--- config.mk ---
export PLATFORM = sky130hd
export DESIGN_NAME = regfile_writeback
export DESIGN_NICKNAME = d
export VERILOG_FILES = /design/src/rtl/mips_pkg.sv /design/src/rtl/wb_fifo.sv /design/src/rtl/regfile_writeback.sv
export SDC_FILE = /design/constraint.sdc
export NUM_CORES = 1
export LEC_CHECK = 0
export BUFFER_PORTS_ARGS = -buffer_cell sky130_fd_sc_hd__buf_2
export CAP_MARGIN = 20
export CELL_PAD_IN_SITES_DETAIL_PLACEMENT = 1
export CELL_PAD_IN_SITES_GLOBAL_PLACEMENT = 2
export CORE_AREA = 2 2 154 156
export DETAILED_ROUTE_END_ITERATION = 8
export DIE_AREA = 0 0 156 158
export GPL_TIMING_DRIVEN = 0
export PLACE_DENSITY_LB_ADDON = 0.1
export SETUP_SLACK_MARGIN = 0.05
export SYNTH_ARGS = -nofsm -noshare
export SYNTH_HDL_FRONTEND = slang
export SYNTH_HIERARCHICAL = 1
export SYNTH_SLANG_ARGS = --single-unit
--- constraint.sdc ---
create_clock -name clk -period 6.4 [get_ports clk]
set_clock_uncertainty 0.1 [all_clocks]
set_input_delay 0.96 -clock clk [delete_from_list [all_inputs] [get_ports clk]]
set_output_delay 0.96 -clock clk [all_outputs]
set_load 0.01 [all_outputs]
--- src/rtl/mips_pkg.sv ---
// Shared widths and write-back payload type for the MIPS core.
package mips_pkg;

  localparam int unsigned REG_W    = 5;
  localparam int unsigned DATA_W   = 32;
  localparam int unsigned NUM_REGS = 32;

  typedef struct packed {
    logic [REG_W-1:0]  rd;
    logic [DATA_W-1:0] data;
  } wb_entry_t;

endpackage

--- src/rtl/wb_fifo.sv ---
// Synchronous FIFO buffering ALU write-back entries.
// Pointers carry one extra wrap bit to tell full from empty.
module wb_fifo
  import mips_pkg::*;
#(
  parameter int unsigned DEPTH = 4
) (
  input  logic      clk,
  input  logic      rst_n,
  input  logic      push,
  input  wb_entry_t din,
  input  logic      pop,
  output wb_entry_t head,
  output logic      full,
  output logic      empty
);

  localparam int unsigned AW    = $clog2(DEPTH);
  localparam int unsigned PTR_W = AW + 1;

  wb_entry_t        mem_q [DEPTH];
  logic [PTR_W-1:0] wr_ptr;
  logic [PTR_W-1:0] rd_ptr;
  logic             push_ok;
  logic             pop_ok;

  assign full    = (wr_ptr[AW] != rd_ptr[AW]) && (wr_ptr[AW-1:0] == rd_ptr[AW-1:0]);
  assign empty   = (wr_ptr == rd_ptr);
  assign push_ok = push && !full;
  assign pop_ok  = pop && !empty;
  assign head    = mem_q[rd_ptr[AW-1:0]];

  always_ff @(posedge clk or negedge rst_n) begin
    if (!rst_n) begin
      wr_ptr <= '0;
      rd_ptr <= '0;
    end else begin
      if (push_ok) wr_ptr <= wr_ptr + PTR_W'(1);
      if (pop_ok)  rd_ptr <= rd_ptr + PTR_W'(1);
    end
  end

  // Payload storage needs no reset; validity is tracked by the pointers.
  always_ff @(posedge clk) begin
    if (push_ok) mem_q[wr_ptr[AW-1:0]] <= din;
  end

endmodule

--- src/rtl/regfile_writeback.sv ---
// Write-back sequencer: merges load and ALU results onto the single
// register-file write port and tracks pending destinations in a scoreboard.
module regfile_writeback
  import mips_pkg::*;
#(
  parameter int unsigned DEPTH = 4
) (
  input  logic                clk,
  input  logic                rst_n,
  input  logic                issue_valid,
  input  logic [REG_W-1:0]    issue_rd,
  input  logic                alu_valid,
  input  logic [REG_W-1:0]    alu_rd,
  input  logic [DATA_W-1:0]   alu_data,
  output logic                alu_ready,
  input  logic                mem_valid,
  input  logic [REG_W-1:0]    mem_rd,
  input  logic [DATA_W-1:0]   mem_data,
  output logic                we3,
  output logic [REG_W-1:0]    a3,
  output logic [DATA_W-1:0]   wd3,
  output logic [NUM_REGS-1:0] busy,
  output logic                err
);

  wb_entry_t           alu_entry;
  wb_entry_t           head;
  wb_entry_t           sel;
  logic                full;
  logic                empty;
  logic                push;
  logic                pop;
  logic                sel_valid;
  logic [NUM_REGS-1:0] busy_d;
  logic                err_hit;

  assign alu_entry = '{rd: alu_rd, data: alu_data};
  assign alu_ready = !full;
  assign push      = alu_valid && !full;
  assign pop       = !mem_valid && !empty;
  assign sel_valid = mem_valid || !empty;

  wb_fifo #(.DEPTH(DEPTH)) u_fifo (
    .clk   (clk),
    .rst_n (rst_n),
    .push  (push),
    .din   (alu_entry),
    .pop   (pop),
    .head  (head),
    .full  (full),
    .empty (empty)
  );

  // Loads win the port; queued ALU results wait behind them.
  always_comb begin
    sel = head;
    if (mem_valid) sel = '{rd: mem_rd, data: mem_data};
  end

  // Scoreboard update: a same-edge set overrides the clear.
  always_comb begin
    busy_d = busy;
    if (we3) busy_d[a3] = 1'b0;
    if (issue_valid && (issue_rd != REG_W'(0))) busy_d[issue_rd] = 1'b1;
    busy_d[0] = 1'b0;
  end

  always_comb begin
    err_hit = 1'b0;
    if (issue_valid && (issue_rd != REG_W'(0)) && busy[issue_rd] &&
        !(we3 && (a3 == issue_rd)))
      err_hit = 1'b1;
    if (sel_valid && (sel.rd != REG_W'(0)) && !busy[sel.rd])
      err_hit = 1'b1;
    if (alu_valid && full)
      err_hit = 1'b1;
  end

  always_ff @(posedge clk or negedge rst_n) begin
    if (!rst_n) begin
      we3  <= 1'b0;
      a3   <= '0;
      wd3  <= '0;
      busy <= '0;
      err  <= 1'b0;
    end else begin
      we3  <= sel_valid && (sel.rd != REG_W'(0));
      if (sel_valid) begin
        a3  <= sel.rd;
        wd3 <= sel.data;
      end
      busy <= busy_d;
      if (err_hit) err <= 1'b1;
    end
  end

endmodule

# Word level (Yosys, flattened, before mapping)
# Memories as Yosys holds them, arrays and structs flattened.
# Cells that the tools add are included.
# classes
bitwise,3
magnitude_cmp,5
n_reduce_logical,22
muxes,16
n_addsub,2
eq_ne,4
# op_table
op,count
two-way mux 32 bit,2
two-way mux 37 bit,1
bitwise AND 32 bit,1
inverter 32 bit,1
bitwise OR 32 bit,1
"less-than comparator 5 x 6 -> 1 bit, second input constant",3
logical AND 1 bit,14
binary-select mux 1 bit (select 5 bit),2
demux 1 bit (select 5 bit),2
"greater-or-equal comparator 5 x 1 -> 1 bit, second input constant",2
nonzero test 5 bit,2
two-way mux 1 bit,9
"adder 3 x 1 -> 3 bit, second input constant",2
equality test 5 bit,1
zero test 1 bit,5
equality test 3 bit,1
equality test 2 bit,1
logical OR 1 bit,1
!= test 1 bit,1
# totals
ram_bits,148
mem_count,1
ff_bits,76
inputBits,84
# memory_table
name,words,width,rd,rd_ports_with_merged_regs,wr,line_no,rtl
u_fifo.mem_q,4,37,1,0,1,wb_fifo.sv:21,wb_entry_t mem_q [DEPTH];

# Depth between registers and ports, before layout
# Gate-level depths: netlist (run 1).
# depth
word_depth,9
depth_mapped,11

# Hierarchy
# The synthesis (run 1) kept the hierarchy.
# by_module_without_submodules
module,area_per_inst_um2,seq_area_each_um2,instances,cells_per_inst
wb_fifo,5836.8,4594.4,1,243
regfile_writeback,3966.3,1751.7,1,422

# Worst setup path before layout (run 1)
# Ideal clock, no wire load.
# synth_path
path_kind,in2reg
start,input alu_valid
end,memory u_fifo/mem_q[3][0] in the netlist's numbering (enable)
n_path_buf,0
path_slack_ps,3334
required_ps,5887
cell_stages,3
arrival_ps,2553
path_cell_list,nor2b_1 nand2_1 a31oi_2
# synth_via
elab_chain_len,4
# synth_rtl
element,line_no,rtl
"start, declared",regfile_writeback.sv:12,"input logic alu_valid,"
logical AND 1 bit,regfile_writeback.sv:39,assign push = alu_valid && !full;
logical AND 1 bit,wb_fifo.sv:29,assign push_ok = push && !full;
two-way mux 1 bit,wb_fifo.sv:45,if (push_ok) mem_q[wr_ptr[AW-1:0]] <= din;
two-way mux 1 bit (implied by the code),wb_fifo.sv:45,
"end, declared",wb_fifo.sv:21,
# Every way passes these cells.

# Worst setup path after layout (run 1)
# layout_path
start,register u_fifo.rd_ptr[0]
end,register u_fifo.rd_ptr[1]
# layout_via
elab_chain_len,4
# layout_rtl
element,line_no,rtl
"start, declared",wb_fifo.sv:23,logic [PTR_W-1:0] rd_ptr;
"start signal, assigned",wb_fifo.sv:39,if (pop_ok) rd_ptr <= rd_ptr + PTR_W'(1);
equality test 3 bit,wb_fifo.sv:28,assign empty = (wr_ptr == rd_ptr);
net empty,regfile_writeback.sv:30,logic empty;
zero test 1 bit,regfile_writeback.sv:40,assign pop = !mem_valid && !empty;
logical AND 1 bit,regfile_writeback.sv:40,
net pop,regfile_writeback.sv:32,logic pop;
logical AND 1 bit,wb_fifo.sv:30,assign pop_ok = pop && !empty;
# The timed path passes the listed nets, and every way through them passes these cells.
# A chain may end at the register's enable or synchronous reset.

==> results of run 1 <==
## critical path, cell delays in order, from the launching register on
cell,delay [ps]
dfrtp_1,410
buf_6,140
buf_12,150
xor2_4,200
nor3_1,400
buf_2,400
buf_1,690
nor2_1,200
nand2b_1,150
o31ai_1,90
a211oi_1,250
## stage by stage
stage | instance area (µm²) | utilization [%] | cells | power [W]
final | 11900 | 51.8 | 1152 | 0.00611
after global routing | 11900 | 51.8 | 1151 | 0.00645
after CTS | 11900 | 51.8 | 1151 | 0.00617
after detailed placement | 11000 | 47.9 | 1107 | 0.00457
after global placement | 10900 | 47.3 | 1102 | 0.00446
after floorplan | 9800 | - | 665 | 0.00368
## logic make-up (layout without fill, tap and decap cells)
logic type / after synthesis / after routing / share of synthesized area [%]
DFF: 224 / 224 / 64.7
AOI/OAI and AO/OA: 157 / 157 / 9.21
and+or+nand+nor: 121 / 121 / 6.13
muxes: 90 / 90 / 15.0
buffers and inverters: 53 / 249 / 2.68
xor gates and xnor gates: 14 / 14 / 1.52
adders and majority gates: 5 / 5 / 0.638
other: 1 / 2 / 0.0383
## sequential cells by signal (all words and copies together) (netlist names)
signal and cells:
wd3 32, busy 31, we3 1, u_fifo/wr_ptr 3, err 1, u_fifo/mem_q 148
a3 5, u_fifo/rd_ptr 3
## path summary, 6_finish.rpt
kind / from / slack (ps) / cells after the start / to
hold / removal: rst_n / 320 / 1 / busy[6]
max in group asynchronous: rst_n / 5270 / 2 / wd3[12]
hold reg to reg: wd3[16] / 470 / 2 / wd3[16]
setup reg to reg: u_fifo/rd_ptr[0] / 3110 / 10 / u_fifo/rd_ptr[1]
setup / recovery: u_fifo/rd_ptr[0] / 3110 / 10 / u_fifo/rd_ptr[1]
min in group clk: wd3[16] / 470 / 2 / wd3[16]
## report_power, final
| group | switching (W) | internal [W] | total [W] | leakage, nW |
|---|---|---|---|---|
| combinational | 0.00128 | 0.000944 | 0.00223 | 1.82 |
| sequential | 0.000291 | 0.00202 | 0.00231 | 2.25 |
| clock | 0.000561 | 0.00101 | 0.00157 | 0.432 |
| total | 0.00214 | 0.00397 | 0.00611 | 4.50 |
## cell usage after synthesis, drive strengths merged, types with 7 or more instances
| cell type | count | area share, % |
|---|---|---|
| clkbuf | 19 | 0.73 |
| edfxtp | 148 | 45 |
| nor2b | 8 | 0.59 |
| xor2 | 8 | 0.98 |
| nand2 | 56 | 2.1 |
| nand3 | 7 | 0.36 |
| buf | 19 | 1.4 |
| dfrtp | 76 | 19 |
| a21oi | 11 | 0.56 |
| nor2 | 14 | 0.54 |
| mux4 | 44 | 10 |
| inv | 15 | 0.57 |
| a31oi | 10 | 0.70 |
| mux2i | 42 | 4.3 |
| o21ai | 105 | 5.4 |
| nand3b | 10 | 0.77 |
## per-layer routing
| metal | vias up | GRT usage [%] | part of all wire, % |
|---|---|---|---|
| met4 | 2 | 5.46 | 1.8 |
| met3 | 40 | 4.02 | 6.2 |
| met1 | 3350 | 29.7 | 42 |
| met2 | 209 | 38.5 | 50 |
| li1 | 2925 | - | - |
| met5 | - | 0 | 0.048 |
## area by class of cell
type / count / area [µm²]
Fill cell: 2317 / 11100
Sequential cell: 224 / 6350
Multi-Input combinational cell: 388 / 3210
Timing Repair Buffer: 152 / 853
Clock buffer: 31 / 658
Tap cell: 290 / 363
Clock inverter: 13 / 246
Buffer: 38 / 206
Inverter: 15 / 56.3
Antenna cell: 1 / 2.50
==> impl_metrics.csv, run 1 <==
group,metric,value,unit
detailed_routing,drt_wl_total,27100,µm
status,status,"completed",
worst_setup_path,cp.arrival,3600,ps
grt,grt_max_degree,45,
floorplan,core_area,23100,µm²
placement,gp_congestion,0.855,
timing,setup_viol,0,
power_and_ir_drop,vdd_ir_drop_max,0.237,mV
cts,clk_pin_slew,60,ps
yosys,yosysWarnings,6,
cts,cts_buffers,24,
job,drv_cap,0,
yosys,synthFlopType,"edfxtp_1",
yosys,synthArstFlopShare,33.9,%
cts,cts_buffer_depth,3,
timing,slew_viol_final,0,
detailed_routing,via_count,6526,
cts,cts_tree,"built",
layout,final_cell_mix,"154 x buf_2, 148 x edfxtp_1, 105 x o21ai_0",
yosys,synth_edf_count,148,
timing,hold_viol_final,0,
cts,cts_resized,0,
yosys,synth_nets,754,
floorplan,start_util,42.5,%
cts,post_cts_buffers,0,
timing,fin_tns_setup,0,ps
worst_setup_path,crit_fanout,10,
worst_setup_path,crit_type,"flop to flop",
floorplan,io_pins,156,
timing,relSlewSlack,37.1,%
cts,root_buffer,"clkbuf_16",
detailed_routing,ant_nets,0,
grt,antenna_found_initial,2,
yosys,synth_cell_types,51,
placement,io_buffers,147,
grt,overflow,0,
detailed_routing,dr.pass1.iters,5,
timing,period_needed,3290,ps
grt,grt_pass1_vias,7080,
placement,dp_hpwl,18700,µm
timing,timing.final.crit_share,51.4,%
detailed_routing,drt-wirelength-per-cell,23.6,µm
power_and_ir_drop,p_leak,4.50,nW
worst_setup_path,cp-end-kind,"flop",
layout,layout-drive-gt1-share,30.2,%
layout,final_net_count,932,
timing,worst_pin_slew,943,ps
detailed_routing,drcViolationCount,0,
power_and_ir_drop,p_per_area,512,nW/µm²
worst_hold_path,hold_path_class,"input port to asynchronous set/reset pin",
floorplan,dieArea,24600,µm²
yosys,ys_seq_elements,224,
yosys,synth_area,9800,µm²
floorplan,rows,56,
worst_setup_path,start_kind,"flop",
placement,dp_slack,2970,ps
detailed_routing,viasPerCell,5.66,
cts,ctsHtreeMaxLevel,1,
cts,holdBufCountCts,0,
timing,fmax,304,MHz
grt,grtUsageTotal,22.4,%
layout,syn2layout_area_growth,21.8,%
timing,setup_slack,3110,ps
layout,final_common_cell,"buf_2",
yosys,avgSynthCellArea,14.7,µm²
yosys,yosysSeqAreaShare,64.7,%
floorplan,die_x,156,µm
detailed_routing,drt-initial-drc-count,377,
yosys,postSynthCellCount,665,
worst_setup_path,worstPathRequired,6710,ps
timing,rsz0062_at_grt,"false",
grt,grt_pass1_wl,41500,µm
cts,clock_latency,500,ps
timing,holdWs,325,ps
cts,cts.sinks,224,
floorplan,die_y,158,µm
Power figures use the tool's default switching activity.
==> run 2, diff against run 1 <==
CORE_AREA = 2 2 169 171   (was 2 2 154 156)
DIE_AREA = 0 0 171 173   (was 0 0 156 158)
clock period = 2.8 ns   (was 6.4 ns; I/O delays follow)
==> run 2 against run 1 <==
  * Critical endpoint is now err
  * Maximum frequency rose by 16%
  * The flow now finishes with violations (negative setup slack)
  * Setup slack got worse by 3100 ps
  * Clock power rose by 130%
  * Sequential share of layout area fell by 4.2 points
  * Final cell count rose by 15%
  * Critical path depth fell by 1
  * Total power rose by 140%
  * Sequential cell count did not move
  * Utilization fell by 4.9 points
  * Routed wire length rose by 6.0%
  * Non-clock buffer count rose by 77
==> impl_metrics.csv, run 2 (synthesis gave the netlist of run 1 again) <==
group,metric,value,unit
placement,io_buffers,147,
timing,worst_pin_slew,761,ps
power_and_ir_drop,p_sw,0.00511,W
detailed_routing,drt-wirelength-per-cell,21.8,µm
cts,cts_buffer_depth,3,
power_and_ir_drop,p_per_area,1110,nW/µm²
layout,syn2layout_area_growth,32.1,%
layout,multiInputGateArea,3310,µm²
worst_setup_path,cp.arrival,3190,ps
worst_setup_path,cp_top_family,"multiplexers",
status,failed_checks,"negative setup slack",
floorplan,die_y,173,µm
power_and_ir_drop,comb_power_share,38.0,%
grt,grt_pass1_wl,44200,µm
placement,gp_congestion,0.830,
timing,timing.final.crit_share,101,%
power_and_ir_drop,pwr-share-seq,37.0,%
detailed_routing,ant_nets,0,
floorplan,start_util,35.5,%
worst_setup_path,critPathBufInv,3,
grt,grt_pass1_vias,7430,
detailed_routing,drcViolationCount,0,
power_and_ir_drop,p_leak,4.90,nW
cts,clk_pin_slew,60,ps
layout,largest_reg_flops,148,
timing,setup_viol,1,
detailed_routing,drt-initial-drc-count,336,
timing,setup_slack,-33.5,ps
worst_setup_path,cp-end-kind,"flop",
timing,rsz0062_at_grt,"true",
cts,clock_latency,550,ps
power_and_ir_drop,p_int,0.00928,W
worst_setup_path,crit_fanout,7,
layout,layout.area.seq,6350,µm²
layout,fill_cells,2856,
layout,post-route-cell-area,13000,µm²
layout,diodes,0,
worst_hold_path,hold_path_class,"input port to flop",
detailed_routing,drt_wl_total,28800,µm
layout,layout-drive-gt1-share,31.4,%
floorplan,io_pins,156,
layout,final_cell_mix,"153 x buf_2, 148 x edfxtp_1, 102 x o21ai_0",
cts,root_buffer,"clkbuf_16",
timing,relSlewSlack,49.3,%
detailed_routing,via_count,6780,
placement,post_dp_cell_area,11200,µm²
grt,antenna_found_initial,0,
worst_setup_path,start_kind,"flop",
cts,cts_buffers,26,
floorplan,rows,61,
cts,cts.sinks,224,
timing,hold_viol_final,0,
floorplan,die_x,171,µm
power_and_ir_drop,pwr-share-clk,24.9,%
worst_setup_path,worstPathRequired,3150,ps
timing,fmax,353,MHz
layout,final_common_cell,"buf_2",
layout,final_cells,1320,
power_and_ir_drop,swShare,35.5,%
timing,holdWs,20.7,ps
cts,ctsHtreeMaxLevel,1,
job,drv_cap,0,
placement,placedCellCount,1196,
timing,period_needed,2830,ps
worst_setup_path,path_cells,"buf_6 -> buf_12 -> mux4_2 -> mux2_4 -> buf_4 -> a2111oi_1 -> a311oi_2 -> nand4_1 -> a311o_1",
power_and_ir_drop,vdd_ir_drop_max,0.544,mV
grt,overflow,0,
grt,grt_max_degree,50,
worst_setup_path,cpPeakStageDelay,610,ps
layout,utilization,46.9,%
detailed_routing,dr.pass1.iters,4,
grt,grtUsageTotal,19.6,%
detailed_routing,viasPerCell,5.14,
timing,slew_viol_final,0,
cts,cts_tree,"built",
worst_setup_path,cpMaxStageDelayCell,"mux4_2",
status,status,"finished, violations left",
floorplan,core_area,27600,µm²
floorplan,dieArea,29600,µm²
worst_setup_path,crit_type,"flop to flop",
layout,final_net_count,1011,
placement,dp_slack,-475,ps
placement,dp_hpwl,19400,µm
run 2: cell type report:
| type | instances | area share [%] |
|---|---|---|
| timing repair buffer | 230 | 12.4 |
| buffer | 37 | 1.79 |
| clock inverter | 17 | 1.80 |
| sequential | 224 | 49.0 |
| inverter | 15 | 0.435 |
| clock buffer | 31 | 5.32 |
| multi-input combinational | 388 | 25.6 |
| tap | 378 | 3.65 |
run 2: power by group through the flow:
| stage | Combinational (W) | Sequential [W] | Clock (W) |
|---|---|---|---|
| final | 0.00547 | 0.00533 | 0.00359 |
| after floorplan | 0.00308 | 0.00536 | 0 |
| after global placement | 0.00492 | 0.00536 | 0 |
| after global routing | 0.00595 | 0.00544 | 0.00381 |
| after CTS | 0.00534 | 0.00533 | 0.00369 |
| after detailed placement | 0.00512 | 0.00539 | 0 |
run 2: path summary, 6_finish.rpt:
check                                  from                   to  slack (ps)  depth (start not counted)
setup reg to reg           u_fifo/rd_ptr[0]                  err         -30                          9
hold / removal                 alu_data[11]  u_fifo/mem_q[3][11]          20                          1
setup / recovery           u_fifo/rd_ptr[0]                  err         -30                          9
hold reg to reg                      wd3[0]               wd3[0]         470                          2
min in group asynchronous             rst_n             busy[10]         280                          2
max in group asynchronous             rst_n              wd3[19]        1680                          3
run 2: per-layer routing:
layer	wire [µm]	track usage [%]
met5	0	0
met4	551	4.52
met2	14200	32.9
met3	1190	2.72
met1	12900	27.0
run 2: what timing repair did:
item	CTS	global route
endpoints found under the setup margin	112	22
hold endpoints to repair	192	0
pin swaps	0	9
setup buffers	3	10
resized for setup	25	25
hold buffers	64	0
run 2: through the flow:
stage	TNS (ps)	power, W
final	-33.5	0.0144
after global placement	-153120	0.0103
after global routing	-187	0.0152
after CTS	-97.6	0.0144
after floorplan	0	0.00843
after detailed placement	-4510	0.0105
run 2: worst register-to-register path, delay by kind of cell (launching register included):
family                 cells  cell delay [ps]
multiplexers               2              990
AO/OA/AOI/OAI              3              770
flip-flops                 1              360
buffers and inverters      3              430
AND/OR/NAND/NOR            1              120
